File: src/rtl/interlock_ctrl_if.sv
// Decode-side bundle for the issue interlock: the pair's register fields,
// latency classes and divider use flow in; interlock/issue flow back.
// Handshake: there is none beyond interlock. Decode presents a pair with
// issue_valid, holds every field stable while interlock is high, and the
// pair is consumed in the cycle issue is high (issue_valid & ~flush & ~interlock).
interface interlock_ctrl_if #(
   parameter int LAT_W = 4
);
   logic             issue_valid;
   logic             flush;
   logic [2:0]       u_src_use;
   logic [4:0]       u_ra;
   logic [4:0]       u_rb;
   logic [4:0]       u_rs;
   logic             u_dst_we;
   logic [4:0]       u_dst;
   logic [LAT_W-1:0] u_lat;
   logic             u_fdiv;
   logic [2:0]       l_src_use;
   logic [4:0]       l_ra;
   logic [4:0]       l_rb;
   logic [4:0]       l_rs;
   logic             l_dst_we;
   logic [4:0]       l_dst;
   logic [LAT_W-1:0] l_lat;
   logic             l_fdiv;
   logic             interlock;
   logic             issue;

   modport master (
      output issue_valid, flush,
      output u_src_use, u_ra, u_rb, u_rs, u_dst_we, u_dst, u_lat, u_fdiv,
      output l_src_use, l_ra, l_rb, l_rs, l_dst_we, l_dst, l_lat, l_fdiv,
      input  interlock, issue
   );

   modport slave (
      input  issue_valid, flush,
      input  u_src_use, u_ra, u_rb, u_rs, u_dst_we, u_dst, u_lat, u_fdiv,
      input  l_src_use, l_ra, l_rb, l_rs, l_dst_we, l_dst, l_lat, l_fdiv,
      output interlock, issue
   );
endinterface

File: src/rtl/interlock_ctrl.sv
// Issue-interlock controller for the dual-issue decode stage. Tracks a
// per-register busy countdown and a divider busy countdown, and holds the
// decode pair until its sources, destinations and divider use are all free.
module interlock_ctrl #(
   parameter int NREG     = 32,
   parameter int LAT_W    = 4,
   parameter int FDIV_LAT = 12,
   parameter int CNT_W    = 32
) (
   input  logic             clk,
   input  logic             rst,
   interlock_ctrl_if.slave  bus,
   output logic [CNT_W-1:0] stall_cnt,
   output logic             err
);

   localparam int DIV_W = $clog2(FDIV_LAT + 1);

   logic [LAT_W-1:0] busy [NREG];
   logic [NREG-1:0]  busy_nz;
   logic [DIV_W-1:0] div_busy;

   logic req;
   logic raw_haz;
   logic waw_haz;
   logic div_haz;
   logic interlock_w;
   logic issue_w;

   // Flatten the busy counters into a one-bit "still pending" view per register.
   always_comb begin
      busy_nz = '0;
      for (int i = 0; i < NREG; i++) begin
         busy_nz[i] = (busy[i] != '0);
      end
   end

   // Hazard evaluation; flush and an empty slot mask every term.
   always_comb begin
      req     = bus.issue_valid & ~bus.flush;
      raw_haz = (bus.u_src_use[0] & busy_nz[bus.u_ra]) |
                (bus.u_src_use[1] & busy_nz[bus.u_rb]) |
                (bus.u_src_use[2] & busy_nz[bus.u_rs]) |
                (bus.l_src_use[0] & busy_nz[bus.l_ra]) |
                (bus.l_src_use[1] & busy_nz[bus.l_rb]) |
                (bus.l_src_use[2] & busy_nz[bus.l_rs]);
      waw_haz = (bus.u_dst_we & busy_nz[bus.u_dst]) |
                (bus.l_dst_we & busy_nz[bus.l_dst]);
      div_haz = (bus.u_fdiv | bus.l_fdiv) & (div_busy != '0);
      interlock_w = req & (raw_haz | waw_haz | div_haz);
      issue_w     = req & ~(raw_haz | waw_haz | div_haz);
   end

   assign bus.interlock = interlock_w;
   assign bus.issue     = issue_w;

   // Busy countdown per register; a fresh load beats the decrement, lower slot beats upper.
   always_ff @(posedge clk) begin
      for (int i = 0; i < NREG; i++) begin
         if (rst) begin
            busy[i] <= '0;
         end else if (issue_w && bus.l_dst_we && bus.l_lat != '0 && bus.l_dst == 5'(i)) begin
            busy[i] <= bus.l_lat;
         end else if (issue_w && bus.u_dst_we && bus.u_lat != '0 && bus.u_dst == 5'(i)) begin
            busy[i] <= bus.u_lat;
         end else if (busy[i] != '0) begin
            busy[i] <= busy[i] - LAT_W'(1);
         end
      end
   end

   // Divider occupancy; a pair with both Fdiv bits still loads it only once.
   always_ff @(posedge clk) begin
      if (rst) begin
         div_busy <= '0;
      end else if (issue_w && (bus.u_fdiv || bus.l_fdiv)) begin
         div_busy <= DIV_W'(FDIV_LAT);
      end else if (div_busy != '0) begin
         div_busy <= div_busy - DIV_W'(1);
      end
   end

   // Saturating count of cycles a live pair was held.
   always_ff @(posedge clk) begin
      if (rst) begin
         stall_cnt <= '0;
      end else if (interlock_w && !(&stall_cnt)) begin
         stall_cnt <= stall_cnt + CNT_W'(1);
      end
   end

   // Sticky flag for a pair that asks for the divider in both slots.
   always_ff @(posedge clk) begin
      if (rst) begin
         err <= 1'b0;
      end else if (bus.issue_valid && bus.u_fdiv && bus.l_fdiv) begin
         err <= 1'b1;
      end
   end

endmodule

File: src/flat_wrapper.sv
// flat-port wrapper written by rule: the top's interface ports become plain ports
module interlock_ctrl_flat 
#(
   parameter int NREG     = 32,
   parameter int LAT_W    = 4,
   parameter int FDIV_LAT = 12,
   parameter int CNT_W    = 32
)
  (clk, rst, stall_cnt, err, bus_issue_valid, bus_flush, bus_u_src_use, bus_u_ra, bus_u_rb, bus_u_rs, bus_u_dst_we, bus_u_dst, bus_u_lat, bus_u_fdiv, bus_l_src_use, bus_l_ra, bus_l_rb, bus_l_rs, bus_l_dst_we, bus_l_dst, bus_l_lat, bus_l_fdiv, bus_interlock, bus_issue);
  interlock_ctrl_if #(.LAT_W(LAT_W)) bus_i ();
  input  logic clk;
  input  logic rst;
  output logic [CNT_W-1:0] stall_cnt;
  output logic err;
  input wire logic [$bits(bus_i.issue_valid)-1:0] bus_issue_valid;
  input wire logic [$bits(bus_i.flush)-1:0] bus_flush;
  input wire logic [$bits(bus_i.u_src_use)-1:0] bus_u_src_use;
  input wire logic [$bits(bus_i.u_ra)-1:0] bus_u_ra;
  input wire logic [$bits(bus_i.u_rb)-1:0] bus_u_rb;
  input wire logic [$bits(bus_i.u_rs)-1:0] bus_u_rs;
  input wire logic [$bits(bus_i.u_dst_we)-1:0] bus_u_dst_we;
  input wire logic [$bits(bus_i.u_dst)-1:0] bus_u_dst;
  input wire logic [$bits(bus_i.u_lat)-1:0] bus_u_lat;
  input wire logic [$bits(bus_i.u_fdiv)-1:0] bus_u_fdiv;
  input wire logic [$bits(bus_i.l_src_use)-1:0] bus_l_src_use;
  input wire logic [$bits(bus_i.l_ra)-1:0] bus_l_ra;
  input wire logic [$bits(bus_i.l_rb)-1:0] bus_l_rb;
  input wire logic [$bits(bus_i.l_rs)-1:0] bus_l_rs;
  input wire logic [$bits(bus_i.l_dst_we)-1:0] bus_l_dst_we;
  input wire logic [$bits(bus_i.l_dst)-1:0] bus_l_dst;
  input wire logic [$bits(bus_i.l_lat)-1:0] bus_l_lat;
  input wire logic [$bits(bus_i.l_fdiv)-1:0] bus_l_fdiv;
  output wire logic [$bits(bus_i.interlock)-1:0] bus_interlock;
  output wire logic [$bits(bus_i.issue)-1:0] bus_issue;
  assign bus_i.issue_valid = bus_issue_valid;
  assign bus_i.flush = bus_flush;
  assign bus_i.u_src_use = bus_u_src_use;
  assign bus_i.u_ra = bus_u_ra;
  assign bus_i.u_rb = bus_u_rb;
  assign bus_i.u_rs = bus_u_rs;
  assign bus_i.u_dst_we = bus_u_dst_we;
  assign bus_i.u_dst = bus_u_dst;
  assign bus_i.u_lat = bus_u_lat;
  assign bus_i.u_fdiv = bus_u_fdiv;
  assign bus_i.l_src_use = bus_l_src_use;
  assign bus_i.l_ra = bus_l_ra;
  assign bus_i.l_rb = bus_l_rb;
  assign bus_i.l_rs = bus_l_rs;
  assign bus_i.l_dst_we = bus_l_dst_we;
  assign bus_i.l_dst = bus_l_dst;
  assign bus_i.l_lat = bus_l_lat;
  assign bus_i.l_fdiv = bus_l_fdiv;
  assign bus_interlock = bus_i.interlock;
  assign bus_issue = bus_i.issue;
  interlock_ctrl #(.NREG(NREG), .LAT_W(LAT_W), .FDIV_LAT(FDIV_LAT), .CNT_W(CNT_W)) u_core (.clk(clk), .rst(rst), .bus(bus_i), .stall_cnt(stall_cnt), .err(err));
endmodule
File: config.mk
export PLATFORM = sky130hd
export DESIGN_NAME = interlock_ctrl_flat
export DESIGN_NICKNAME = d
export VERILOG_FILES = /design/src/rtl/interlock_ctrl_if.sv /design/src/rtl/interlock_ctrl.sv /design/src/flat_wrapper.sv
export SDC_FILE = /design/constraint.sdc
export NUM_CORES = 1
export LEC_CHECK = 0
export ABC_AREA = 1
export CAP_MARGIN = 10
export CORE_MARGIN = 3
export CORE_UTILIZATION = 53
export CTS_CLUSTER_SIZE = 10
export DETAILED_ROUTE_END_ITERATION = 8
export GPL_TIMING_DRIVEN = 0
export PLACE_DENSITY = 0.72
export SLEW_MARGIN = 20
export SYNTH_ARGS = -nofsm -noshare
export SYNTH_HDL_FRONTEND = slang
export SYNTH_SLANG_ARGS = --single-unit
File: constraint.sdc
create_clock -name clk -period 5.29 [get_ports clk]
set_input_delay 1.058 -clock clk [delete_from_list [all_inputs] [get_ports clk]]
set_output_delay 1.058 -clock clk [all_outputs]
set_load 0.01 [all_outputs]
==> flow_summary.json <==
{
  "status": "finished clean",
  "drv_cap": 0,
  "grt_max_degree": 19,
  "path_clk_slew_ns": 0.07,
  "cts_root_buffer": "clkbuf_16",
  "detail_route.wl_per_cell_um": 22.7,
  "dr.pass1.iters": 9,
  "peakVddDrop_mv": 0.329,
  "antenna_found_initial": 1,
  "p_comb_share_pct": 50.9,
  "rr_worst_depth": 16,
  "placed_cells": 2610,
  "leakage_uw": 0.00696,
  "grt_pass1_vias": 15453,
  "vias_per_cell": 6.38,
  "rsz0062_at_grt": "true",
  "drtIter0Drc": 2819,
  "globalRoute.busiestLayer": "met2",
  "syn2layout_area_growth_pct": 12.6,
  "io_pins": 97,
  "switching_share_pct": 48.0,
  "r2r_slack_ns": 0.75,
  "grt_usage_pct": 39.8,
  "timing.hold.ws_ns": 0.453,
  "rows": 60,
  "sequentialPowerShare_pct": 31.0,
  "slew_headroom_pct": 23.9,
  "tightest_slew_ns": 1.14,
  "cts_resized": 0,
  "drcViolationCount": 0,
  "place_congestion": 1.08,
  "synth_cells": 2191,
  "grt_pass1_wl_um": 89200,
  "worstPathRequired_ns": 4.23,
  "cts_tree": "built",
  "worstSetupEndpointType": "output port",
  "cts_setup_buffers": 0,
  "drive_above_1_share_pct": 5.69,
  "cts_buffers": 17,
  "fmax_mhz": 192,
  "ant_nets": 0,
  "fin_skew_ns": 0.0156,
  "coreArea_um2": 27000,
  "start_util_pct": 54.2,
  "port_buffers": 78,
  "post-place-ws_ns": 0.0500,
  "crit_end": "bus_issue",
  "grt.overflow.total": 0,
  "setup_viol": 0,
  "p_clk_share_pct": 18.1,
  "finalMaxSlewViolations": 0,
  "fin_cells": 2642,
  "crit_path_start": "bus_l_dst[0]",
  "synthArstFlopShare_pct": 0,
  "synth_area_per_cell_um2": 6.68,
  "synth.distinct_cells": 46,
  "die_area_um2": 29700,
  "grtUsageMet2_pct": 59.3,
  "grt_util_met1_pct": 52.3,
  "synth_edf_count": 128,
  "crit_path_max_fanout": 8,
  "final_hold_viol_count": 0,
  "vias": 16861,
  "hold_buffers": 0,
  "worstSetupPathType": "in -> out",
  "antenna_cells": 0,
  "setup_ws_ns": 0.0787,
  "clk_latency_ns": 0.45,
  "r2r_end": "u_core.busy[0][28]$_DFFE_PP_",
  "synth_area_um2": 14600,
  "grt_util_met3_pct": 12.4,
  "post-route-period-util_pct": 98.5,
  "fin_nets": 2384,
  "synthFlopType": "edfxtp_1",
  "yosysWarnings": 0,
  "dp_hpwl_um": 44300,
  "clock-sinks": 165,
  "cp-start-kind": "input pin",
  "ctsLongestPathBuffers": 2,
  "final.min_clock_period_ns": 5.21,
  "yosysSeqAreaShare_pct": 31.3,
  "ctsHtreeMaxLevel": 4,
  "cp.arrival_ns": 4.15,
  "syn_nets": 2287,
  "intPower_uw": 3850,
  "hold_class": "reg -> reg",
  "fp.dieW_um": 172,
  "totalWireLength_um": 59900,
  "die_y_um": 172,
  "synth-seq-cells": 165,
  "pwr_density_cell_nw_per_um2": 449,
  "r2r_start": "u_core.busy[3][16]$_DFFE_PP_",
  "p_switching_uw": 3550
}
==> cell usage in the layout, fill, tap and decap left out, types with 4 or more instances in the layout <==
master / synthesis / routed
buf_2: 27 / 27
dfxtp_1: 37 / 37
xor2_1: 70 / 70
clkbuf_1: 56 / 56
or2_2: 8 / 8
o221ai_1: 5 / 5
clkbuf_16: 0 / 18
nand4_4: 9 / 9
nor4_2: 9 / 10
edfxtp_1: 128 / 128
inv_1: 219 / 219
clkinv_8: 0 / 4
clkdlybuf4s50_1: 0 / 78
buf_1: 21 / 21
inv_8: 0 / 4
o2111ai_1: 10 / 10
nand3_1: 318 / 318
nor3_1: 54 / 54
nor2_1: 183 / 182
nand3_2: 5 / 5
nand4_1: 176 / 176
xnor2_1: 13 / 13
a21oi_1: 54 / 54
o211ai_1: 19 / 19
nand2_1: 617 / 616
nor2_2: 19 / 19
nor4_1: 19 / 18
nand3b_1: 6 / 6
inv_2: 8 / 8
ha_1: 34 / 34
o21ai_0: 33 / 33
==> power by group through the flow <==
stage / Clock [uW] / Sequential, uW / Combinational [uW]
final: 1340 / 2300 / 3770
after global routing: 1380 / 2350 / 4080
after CTS: 1330 / 2290 / 3610
after detailed placement: 0 / 2320 / 3580
after global placement: 0 / 2300 / 3540
after floorplan: 0 / 2260 / 2420
==> synth_stat cells (8+ instances only) <==
library cell  number  area (um2)
nand2_1          617        2320
nand3_1          318        1590
inv_1            219         822
nor2_1           183         687
nand4_1          176        1100
edfxtp_1         128        3840
xor2_1            70         613
clkbuf_1          56         210
a21oi_1           54         270
nor3_1            54         270
dfxtp_1           37         741
ha_1              34         425
o21ai_0           33         165
buf_2             27         135
buf_1             21        78.8
nor2_2            19         119
nor4_1            19         119
o211ai_1          19         143
xnor2_1           13         114
o2111ai_1         10        87.6
nand4_4            9         191
nor4_2             9         113
inv_2              8        30.0
or2_2              8        50.1
==> kinds of logic (layout without fill, tap and decap cells) <==
group           after synthesis  count (layout)  synth area share, %
simple gates               1436            1436                 46.3
buf+inv                     338             448                 9.04
flops                       165             165                 31.3
compound gates              135             135                 5.46
xor+xnor                     83              83                 4.97
fa+ha+maj                    34              34                 2.91
==> flip-flops by register name, indices dropped and copies added, names as in the netlist <==
| register | flops |
|---|---|
| u_core.busy | 128 |
| u_core.err | 1 |
| u_core.stall_cnt | 32 |
| u_core.div_busy | 4 |
==> critical path, cell delays in order <==
cell	delay, ns
clkdlybuf4s50_1	0.54
nor2_2	0.57
inv_2	0.23
o22ai_1	0.17
o21ai_0	0.13
nand3_1	0.16
nand2_1	0.12
nand2_1	0.08
nand3_1	0.12
nor2_4	0.19
nand3_2	0.13
inv_1	0.11
clkdlybuf4s50_1	0.55
==> per-stage QoR <==
stage                     util (%)  power [uW]  setup TNS, ns  cell area, um2
after global routing          61.0        7820        -0.0555           16500
after global placement        58.6        5840              0           15800
after CTS                     60.9        7230              0           16500
after floorplan                  -        4680              0           14600
after detailed placement      58.6        5900              0           15800
final                         61.0        7400              0           16500
==> final cells by class <==
| cell class | instances | area, um2 |
|---|---|---|
| timing repair buffer | 78 | 781 |
| sequential | 165 | 4580 |
| tap | 341 | 427 |
| clock buffer | 19 | 464 |
| multi-input combinational | 1688 | 8750 |
| inverter | 231 | 870 |
| clock inverter | 13 | 154 |
| buffer | 107 | 454 |
| fill | 2615 | 10500 |
==> worst min path at each step <==
| stage | to | cells after the start | from |
|---|---|---|---|
| 2_1_floorplan | u_core.div_busy[0]$_SDFFE_PP0P_ | 2 | u_core.div_busy[0]$_SDFFE_PP0P_ |
| 3_3_place_gp | u_core.err$_SDFFE_PP0P_ | 2 | u_core.err$_SDFFE_PP0P_ |
| 3_5_place_dp | u_core.err$_SDFFE_PP0P_ | 2 | u_core.err$_SDFFE_PP0P_ |
| 4_1_cts | u_core.err$_SDFFE_PP0P_ | 2 | u_core.err$_SDFFE_PP0P_ |
| 5_1_grt | u_core.err$_SDFFE_PP0P_ | 2 | u_core.err$_SDFFE_PP0P_ |
| 6_report | u_core.err$_SDFFE_PP0P_ | 2 | u_core.err$_SDFFE_PP0P_ |
==> per-layer routing <==
metal	up-vias	wire length, um
met4	2	3850
met3	287	8810
met1	7628	22500
met2	1265	24800
met5	-	13
li1	7679	-
Note: power is estimated with default switching activity, not from simulation.
